<file path="src/rtl/ask4_slicer_mer.sv">
// 4-ASK symbol slicer with an adaptive reference level and windowed
// mean-squared-error measurement for MER reporting.
module ask4_slicer_mer #(
  parameter int                 ACC_LOG2 = 18,
  parameter logic signed [17:0] A_INIT   = 18'sd65536
) (
  input  logic               sys_clk,
  input  logic               reset,
  input  logic               sym_clk_ena,
  input  logic               clear,
  input  logic signed [17:0] decision_variable,
  output logic [1:0]         mapper_out,
  output logic signed [17:0] slicer_err,
  output logic signed [17:0] a_hat,
  output logic [17:0]        mean_sq_err,
  output logic               mer_valid,
  output logic               first_window
);

  localparam int ACC_W = 18 + ACC_LOG2 + 1;
  localparam logic [ACC_W-1:0] A_MAX = ACC_W'(131071);
  localparam logic signed [19:0] E_MAX = 20'sd131071;
  localparam logic signed [19:0] E_MIN = -20'sd131071;

  typedef enum logic {S_FIRST, S_RUN} state_t;

  state_t              state_reg, state_next;
  logic [ACC_LOG2-1:0] cnt_reg;
  logic [ACC_W-1:0]    acc_abs_reg, acc_sq_reg;
  logic signed [17:0]  a_hat_reg;
  logic [1:0]          map_reg;
  logic signed [17:0]  err_reg;
  logic [17:0]         mse_reg;
  logic                mer_valid_reg;

  logic signed [19:0]  x_ext, a_ext, lvl1, lvl3, level, e_full;
  logic [1:0]          map_next;
  logic signed [17:0]  e_sat;
  logic signed [35:0]  prod;
  logic [17:0]         e_sq;
  logic [17:0]         x_u, abs_x;
  logic [ACC_W-1:0]    abs_sum, sq_sum, a_calc;
  logic [17:0]         a_new, mse_new;
  logic                sample, window_end;

  assign sample     = sym_clk_ena && !clear;
  assign window_end = sample && (cnt_reg == '1);

  // Slicer decision, reconstructed level, saturated error and its square
  always_comb begin
    x_ext = {{2{decision_variable[17]}}, decision_variable};
    a_ext = {{2{a_hat_reg[17]}}, a_hat_reg};
    lvl1  = a_ext >>> 1;
    lvl3  = a_ext + lvl1;
    if (x_ext >= a_ext) begin
      map_next = 2'b11;
      level    = lvl3;
    end else if (x_ext >= 20'sd0) begin
      map_next = 2'b10;
      level    = lvl1;
    end else if (x_ext >= -a_ext) begin
      map_next = 2'b01;
      level    = -lvl1;
    end else begin
      map_next = 2'b00;
      level    = -lvl3;
    end
    e_full = x_ext - level;
    if (e_full > E_MAX)      e_sat = 18'sd131071;
    else if (e_full < E_MIN) e_sat = -18'sd131071;
    else                     e_sat = e_full[17:0];
    prod = e_sat * e_sat;
    e_sq = prod[34:17];
  end

  // Magnitude of the sample and end-of-window averages (current symbol included)
  always_comb begin
    x_u     = decision_variable;
    abs_x   = x_u[17] ? (~x_u + 18'd1) : x_u;
    abs_sum = acc_abs_reg + ACC_W'(abs_x);
    sq_sum  = acc_sq_reg + ACC_W'(e_sq);
    a_calc  = abs_sum >> ACC_LOG2;
    a_new   = (a_calc > A_MAX) ? 18'd131071 : a_calc[17:0];
    mse_new = 18'(sq_sum >> ACC_LOG2);
  end

  // FSM state register
  always_ff @(posedge sys_clk or negedge reset) begin
    if (!reset) state_reg <= S_FIRST;
    else        state_reg <= state_next;
  end

  // FSM next state: leave S_FIRST at the first completed window, clear restarts
  always_comb begin
    state_next = state_reg;
    if (clear)           state_next = S_FIRST;
    else if (window_end) state_next = S_RUN;
  end

  // FSM output: no trustworthy measurement exists yet while in S_FIRST
  always_comb begin
    first_window = (state_reg == S_FIRST);
  end

  // Datapath registers: decisions, accumulators, window-end updates
  always_ff @(posedge sys_clk or negedge reset) begin
    if (!reset) begin
      map_reg       <= 2'b00;
      err_reg       <= '0;
      mse_reg       <= '0;
      mer_valid_reg <= 1'b0;
      a_hat_reg     <= A_INIT;
      cnt_reg       <= '0;
      acc_abs_reg   <= '0;
      acc_sq_reg    <= '0;
    end else begin
      mer_valid_reg <= 1'b0;
      if (clear) begin
        cnt_reg     <= '0;
        acc_abs_reg <= '0;
        acc_sq_reg  <= '0;
        a_hat_reg   <= A_INIT;
      end else if (sym_clk_ena) begin
        map_reg <= map_next;
        err_reg <= e_sat;
        cnt_reg <= cnt_reg + 1'b1;
        if (window_end) begin
          acc_abs_reg <= '0;
          acc_sq_reg  <= '0;
          a_hat_reg   <= a_new;
          // The first window was sliced against A_INIT, so its error is dropped
          if (state_reg == S_RUN) begin
            mse_reg       <= mse_new;
            mer_valid_reg <= 1'b1;
          end
        end else begin
          acc_abs_reg <= abs_sum;
          acc_sq_reg  <= sq_sum;
        end
      end
    end
  end

  assign mapper_out  = map_reg;
  assign slicer_err  = err_reg;
  assign a_hat       = a_hat_reg;
  assign mean_sq_err = mse_reg;
  assign mer_valid   = mer_valid_reg;

endmodule
</file>
<file path="config.mk">
export PLATFORM = sky130hd
export DESIGN_NAME = ask4_slicer_mer
export DESIGN_NICKNAME = d
export VERILOG_FILES = /design/src/rtl/ask4_slicer_mer.sv
export SDC_FILE = /design/constraint.sdc
export NUM_CORES = 1
export LEC_CHECK = 0
export ABC_AREA = 0
export CAP_MARGIN = 10
export CORE_ASPECT_RATIO = 1.5
export CORE_MARGIN = 2
export CORE_UTILIZATION = 40
export CTS_BUF_LIST = sky130_fd_sc_hd__clkbuf_8
export CTS_CLUSTER_SIZE = 28
export DETAILED_ROUTE_END_ITERATION = 12
export GPL_TIMING_DRIVEN = 1
export SLEW_MARGIN = 10
export SYNTH_ARGS = -nofsm -noshare
export SYNTH_HDL_FRONTEND = slang
export SYNTH_SLANG_ARGS = --single-unit
</file>
<file path="constraint.sdc">
create_clock -name sys_clk -period 18.68 [get_ports sys_clk]
set_input_delay 5.604 -clock sys_clk [delete_from_list [all_inputs] [get_ports sys_clk]]
set_output_delay 5.604 -clock sys_clk [all_outputs]
set_load 0.02 [all_outputs]
</file>
==> results of run 1 <==
==> worst min-delay path: cells and delay by family (launching register included) <==
family	cells	cell delay, ns
and+or+nand+nor	1	0.05
AOI/OAI and AO/OA	1	0.06
DFF	1	0.35
==> timing repair <==
item | in CTS | in global routing
cloned | 1 | 2
endpoints found under the setup margin | 41 | 44
buffers inserted | 8 | 39
gates resized for setup | 47 | 196
pin swaps | 19 | 109
==> metal layers <==
metal  GRT usage, %  wire (um)
met1           26.6      27100
met2           48.1      40400
met3           2.71       2180
met4           13.2       4260
met5              0          0
==> stage by stage <==
stage               setup slack (ns)  utilization [%]  std cells  area (um2)  hold slack (ns)
finish                         0.516             51.0       3975       29500            0.487
floorplan                    0.00649                -       2721       23500            0.455
detailed placement            -0.999             48.3       3895       28000            0.471
global placement              -0.853             48.3       3895       28000            0.463
CTS                          0.00319             49.3       3936       28600            0.495
global route                  -0.185             51.0       3975       29500            0.508
==> cell families (layout without fill, tap and decap cells) <==
kind of cell	count (synthesis)	after routing	share of synthesized area (%)
and+or+nand+nor	745	745	14.8
AOI/OAI and AO/OA	570	570	15.8
other	0	1	0
adders and majority gates	519	519	37.2
muxes	8	8	0.352
DFF	149	149	15.9
buffers and inverters	539	1022	8.74
xor gates and xnor gates	191	191	7.25
==> cells in the mapped netlist, types with 16 or more instances <==
cell type,n,share of area (%)
a21o_1,49,1.6
a21oi_1,129,2.8
a22o_1,26,0.97
a22oi_1,16,0.51
and2_1,17,0.45
and3_1,33,0.88
clkbuf_1,60,0.96
dfrtp_1,148,16
fa_1,296,25
ha_1,223,12
inv_1,438,7.0
inv_2,21,0.34
nand2_1,295,4.7
nand3_1,66,1.4
nand4_1,22,0.59
nor2_1,174,2.8
nor2b_1,19,0.51
nor3_1,29,0.62
o211ai_1,16,0.51
o21ai_0,165,3.5
o31ai_1,20,0.64
or3_1,18,0.48
xnor2_1,126,4.7
xor2_1,63,2.4
==> area by class of cell <==
type | instances | area [um2] | share of cell area [%]
Clock inverter | 14 | 115 | 0.390
Clock buffer | 18 | 248 | 0.839
Sequential cell | 149 | 3730 | 12.6
Inverter | 462 | 1760 | 5.94
Antenna cell | 1 | 2.50 | 0.00847
Multi-Input combinational cell | 2033 | 18400 | 62.4
Tap cell | 770 | 963 | 3.26
Timing Repair Buffer | 528 | 4300 | 14.6
==> how the worst min path moves through the flow <==
stage / start / to / cells past startpoint / slack (ns)
5_1_grt: slicer_err[5] / slicer_err[5] / 2 / 0.51
3_5_place_dp: slicer_err[13] / slicer_err[13] / 2 / 0.47
3_3_place_gp: slicer_err[12] / slicer_err[12] / 2 / 0.46
4_1_cts: slicer_err[5] / slicer_err[5] / 2 / 0.50
2_1_floorplan: acc_abs_reg[10] / acc_abs_reg[10] / 2 / 0.46
6_report: slicer_err[5] / slicer_err[5] / 2 / 0.49
==> flow_metrics.env, run 1 <==
export IMPL_reg2reg_depth=74
export IMPL_cp_depth=67
export IMPL_start_util_pct=40.4
export IMPL_fin_nets=3732
export IMPL_endpoint="mean_sq_err[6]"
export IMPL_num_vias=21000
export IMPL_grt_pass1_vias=22700
export IMPL_globalRouteOverflowTotal=0
export IMPL_fin_skew_ns=0.0300
export IMPL_endpoint_kind="flop"
export IMPL_syn_area_per_cell_um2=8.61
export IMPL_synth_fp_nets=3262
export IMPL_drt_iter0_markers=920
export IMPL_hold_viol_final=0
export IMPL_ios=80
export IMPL_wirelength_mm=74.0
export IMPL_final_common_cell="buf_4"
export IMPL_cts_buffer_depth=2
export IMPL_r2r_setup_slack_ns=3.32
export IMPL_syn_to_final_growth_pct=26.0
export IMPL_globalplace_congestion=0.952
export IMPL_drc=0
export IMPL_cp_arrival_ns=18.59
export IMPL_cts_reportedPaths_clkPinSlew_ns=0.10
export IMPL_status="completed"
export IMPL_crit_top_cell="inv_2"
export IMPL_fp_dieW_um=202
export IMPL_ant_nets=0
export IMPL_r2r_start="a_hat[1]"
export IMPL_fillers=5475
export IMPL_hp_class="reg2reg"
export IMPL_ys_ff_latch=149
export IMPL_numCtsBuffers=17
export IMPL_cp_top_family="adder cells"
export IMPL_largest_reg_flops=37
export IMPL_finalMaxSlewViolations=0
export IMPL_crit_type="in2reg"
export IMPL_slowest_stage="fa_1"
export IMPL_drive_gt1_share_pct=22.1
export IMPL_synth_cells=2721
export IMPL_finalSetupViolCount=0
export IMPL_regToRegEndpoint="mean_sq_err[6]"
export IMPL_synth_cell_type_count=91
export IMPL_fin_crit_ns=18.16
export IMPL_die_area_mm2=0.0606
export IMPL_grt_pass1_wl_mm=119
export IMPL_tightestPinTransition_ns=1.07
export IMPL_max_freq_ghz=0.0551
export IMPL_clock_latency_ns=0.53
export IMPL_track_usage_pct=25.0
export IMPL_htreeDepth=4
export IMPL_mostFrequentLayoutCells="buf_4, inv_1, nand2_1"
export IMPL_synthFlopType="dfrtp_1"
export IMPL_crit_path_start="decision_variable[3]"
export IMPL_die_height_um=300
export IMPL_critical_path_required_ns=19.10
export IMPL_synth_warnings=0
export IMPL_synth_edf_count=0
export IMPL_dp_hpwl_mm=61.0
export IMPL_synthArstFlopShare_pct=100
export IMPL_synth_area_mm2=0.0234
export IMPL_vias_per_cell=5.28
export IMPL_drv_cap=0
export IMPL_grt_max_degree=89
export IMPL_post_route_period_util_pct=97.2
export IMPL_ys_seq_area_share_pct=15.9
export IMPL_cts_sinks=149
export IMPL_fin_setup_tns_ns=0
export IMPL_cpPeakStageDelay_ns=0.56
export IMPL_antenna_found_initial=1
export IMPL_slew_headroom_pct=28.2
export IMPL_cts_tree="done"
export IMPL_first_pass_iters=7
export IMPL_io_buffers=79
export IMPL_ctsHoldBuffers=0
export IMPL_wl_per_cell_um=18.6
export IMPL_cp_max_fo=8
export IMPL_cp_num_buf_inv=14
export IMPL_cts_root_buf="clkbuf_8"
export IMPL_start_kind="input pin"
export IMPL_num_rows=108
export IMPL_fp_coreArea_mm2=0.0580
Power of run 1 is left out: the tool's default activity adds up to more than one toggle a clock period on the data nets, which glitch-free logic cannot reach.
==> run 2: changes to the inputs <==
CTS_CLUSTER_DIAMETER = 80   (was default)
TNS_END_PERCENT = 5   (was default)
==> run 2 against run 1 <==
  * Sequential cell count did not move
  * Sequential share of layout area barely moved
  * Non-clock buffer count decreased by 3
  * Global-route usage is the same
  * Maximum frequency is 0.39% lower
  * Cell count barely moved
  * Die area unchanged
  * Worst setup slack got worse by 0.072 ns
  * Clock skew is 0.0029 ns higher
  * Critical path type unchanged
  * Critical endpoint is now acc_sq_reg[24]
  * Largest cell class unchanged
==> flow_metrics.env, run 2 (same netlist as run 1, synthesis figures left out) <==
export IMPL_endpoint_kind="flop"
export IMPL_holdPathEnd="slicer_err[5]"
export IMPL_cp_arrival_ns=18.69
export IMPL_cts_sinks=149
export IMPL_ant_nets=0
export IMPL_crit_type="in2reg"
export IMPL_slowest_stage="fa_1"
export IMPL_hold_viol_final=0
export IMPL_slew_headroom_pct=27.5
export IMPL_post_route_period_util_pct=97.6
export IMPL_syn_to_final_growth_pct=25.8
export IMPL_hp_class="reg2reg"
export IMPL_drive_gt1_share_pct=21.5
export IMPL_ctsHoldBuffers=0
export IMPL_postPlaceCellArea_mm2=0.0280
export IMPL_globalplace_congestion=0.952
export IMPL_mostFrequentLayoutCells="inv_1, buf_4, nand2_1"
export IMPL_rsz0062_at_grt="yes"
export IMPL_wirelength_mm=73.9
export IMPL_fin_nets=3729
export IMPL_htreeDepth=4
export IMPL_reg2reg_depth=74
export IMPL_cts_buffer_depth=2
export IMPL_start_kind="input pin"
export IMPL_critical_path_required_ns=19.13
export IMPL_start_util_pct=40.4
export IMPL_regToRegEndpoint="acc_sq_reg[24]"
export IMPL_finalSetupViolCount=0
export IMPL_first_pass_iters=8
export IMPL_holdPathStages=2
export IMPL_drc=0
export IMPL_globalRouteOverflowTotal=0
export IMPL_fp_coreArea_mm2=0.0580
export IMPL_largest_reg_flops=37
export IMPL_drv_cap=0
export IMPL_final_common_cell="inv_1"
export IMPL_r2r_start="a_hat[1]"
export IMPL_num_rows=108
export IMPL_clock_latency_ns=0.53
export IMPL_multi_input_area_mm2=0.0184
export IMPL_track_usage_pct=25.0
export IMPL_grt_max_degree=89
export IMPL_drt_iter0_markers=916
export IMPL_cts_root_buf="clkbuf_8"
export IMPL_io_buffers=79
export IMPL_seqCellArea_mm2=0.00373
export IMPL_fin_skew_ns=0.0329
export IMPL_max_freq_ghz=0.0548
export IMPL_fin_crit_ns=18.24
export IMPL_cpPeakStageDelay_ns=0.55
export IMPL_grt_pass1_vias=22700
export IMPL_grt_pass1_wl_mm=119
export IMPL_min_from="slicer_err[5]"
export IMPL_cp_max_fo=8
export IMPL_vias_per_cell=5.27
export IMPL_finalMaxSlewViolations=0
export IMPL_num_vias=21000
export IMPL_numCtsBuffers=17
export IMPL_status="completed"
export IMPL_r2r_setup_slack_ns=3.25
export IMPL_wl_per_cell_um=18.6
export IMPL_cts_reportedPaths_clkPinSlew_ns=0.10
export IMPL_ios=80
export IMPL_die_height_um=300
export IMPL_postLayoutCellArea_mm2=0.0295
export IMPL_antenna_found_initial=1
export IMPL_fp_dieW_um=202
export IMPL_hold_slack_ns=0.485
export IMPL_die_area_mm2=0.0606
export IMPL_tightestPinTransition_ns=1.09
export IMPL_dp_hpwl_mm=61.0
export IMPL_fillers=5475
export IMPL_cts_tree="done"
==> run 2: final cells by class <==
cell class | instances | area share, %
multi-input combinational | 2033 | 62.4
timing repair buffer | 525 | 14.5
sequential | 149 | 12.7
inverter | 462 | 5.95
tap | 770 | 3.27
clock buffer | 18 | 0.840
clock inverter | 14 | 0.390
antenna | 1 | 0.00849
==> run 2: how the worst max path moves through the flow <==
stage	slack [ns]	end	cells after the start	startpoint
after floorplan	0.006	acc_sq_reg[17]	61	decision_variable[7]
after global placement	-0.85	acc_sq_reg[29]	68	decision_variable[17]
after detailed placement	-1.0	acc_sq_reg[25]	65	decision_variable[17]
after CTS	-0.009	acc_sq_reg[24]	67	decision_variable[8]
after global routing	-0.22	acc_sq_reg[24]	72	decision_variable[14]
final	0.44	acc_sq_reg[24]	67	decision_variable[14]
==> run 2: per-stage QoR <==
step,TNS (ns),std cells,setup WS (ns),util [%]
final,0,3972,0.445,50.9
after floorplan,0,2721,0.00649,-
after global routing,-2.49,3972,-0.219,50.9
after CTS,-0.0235,3935,-0.00911,49.3
after detailed placement,-37.31,3895,-0.999,48.3
after global placement,-30.93,3895,-0.853,48.3
==> run 2: what timing repair did <==
item	in CTS	in global routing
cloned	1	2
setup buffers	7	34
resized for setup	47	172
pin swaps	19	82
setup endpoints to repair	41	44
==> run 2: critical path: cells and delay by family <==
| kind | cells | cell delay [ns] |
|---|---|---|
| adder cells (fa/ha/maj) | 10 | 4.22 |
| AND/OR/NAND/NOR | 23 | 3.68 |
| AO/OA/AOI/OAI | 18 | 3.27 |
| buffers and inverters | 14 | 1.63 |
| XOR/XNOR | 2 | 0.26 |
==> run 2: per-layer routing <==
layer	global-route usage (%)	part of all wire [%]
met5	0	0
met4	13.2	5.5
met3	2.71	2.9
met2	48.1	55
met1	26.6	37
Power of run 2 is left out for the same reason.
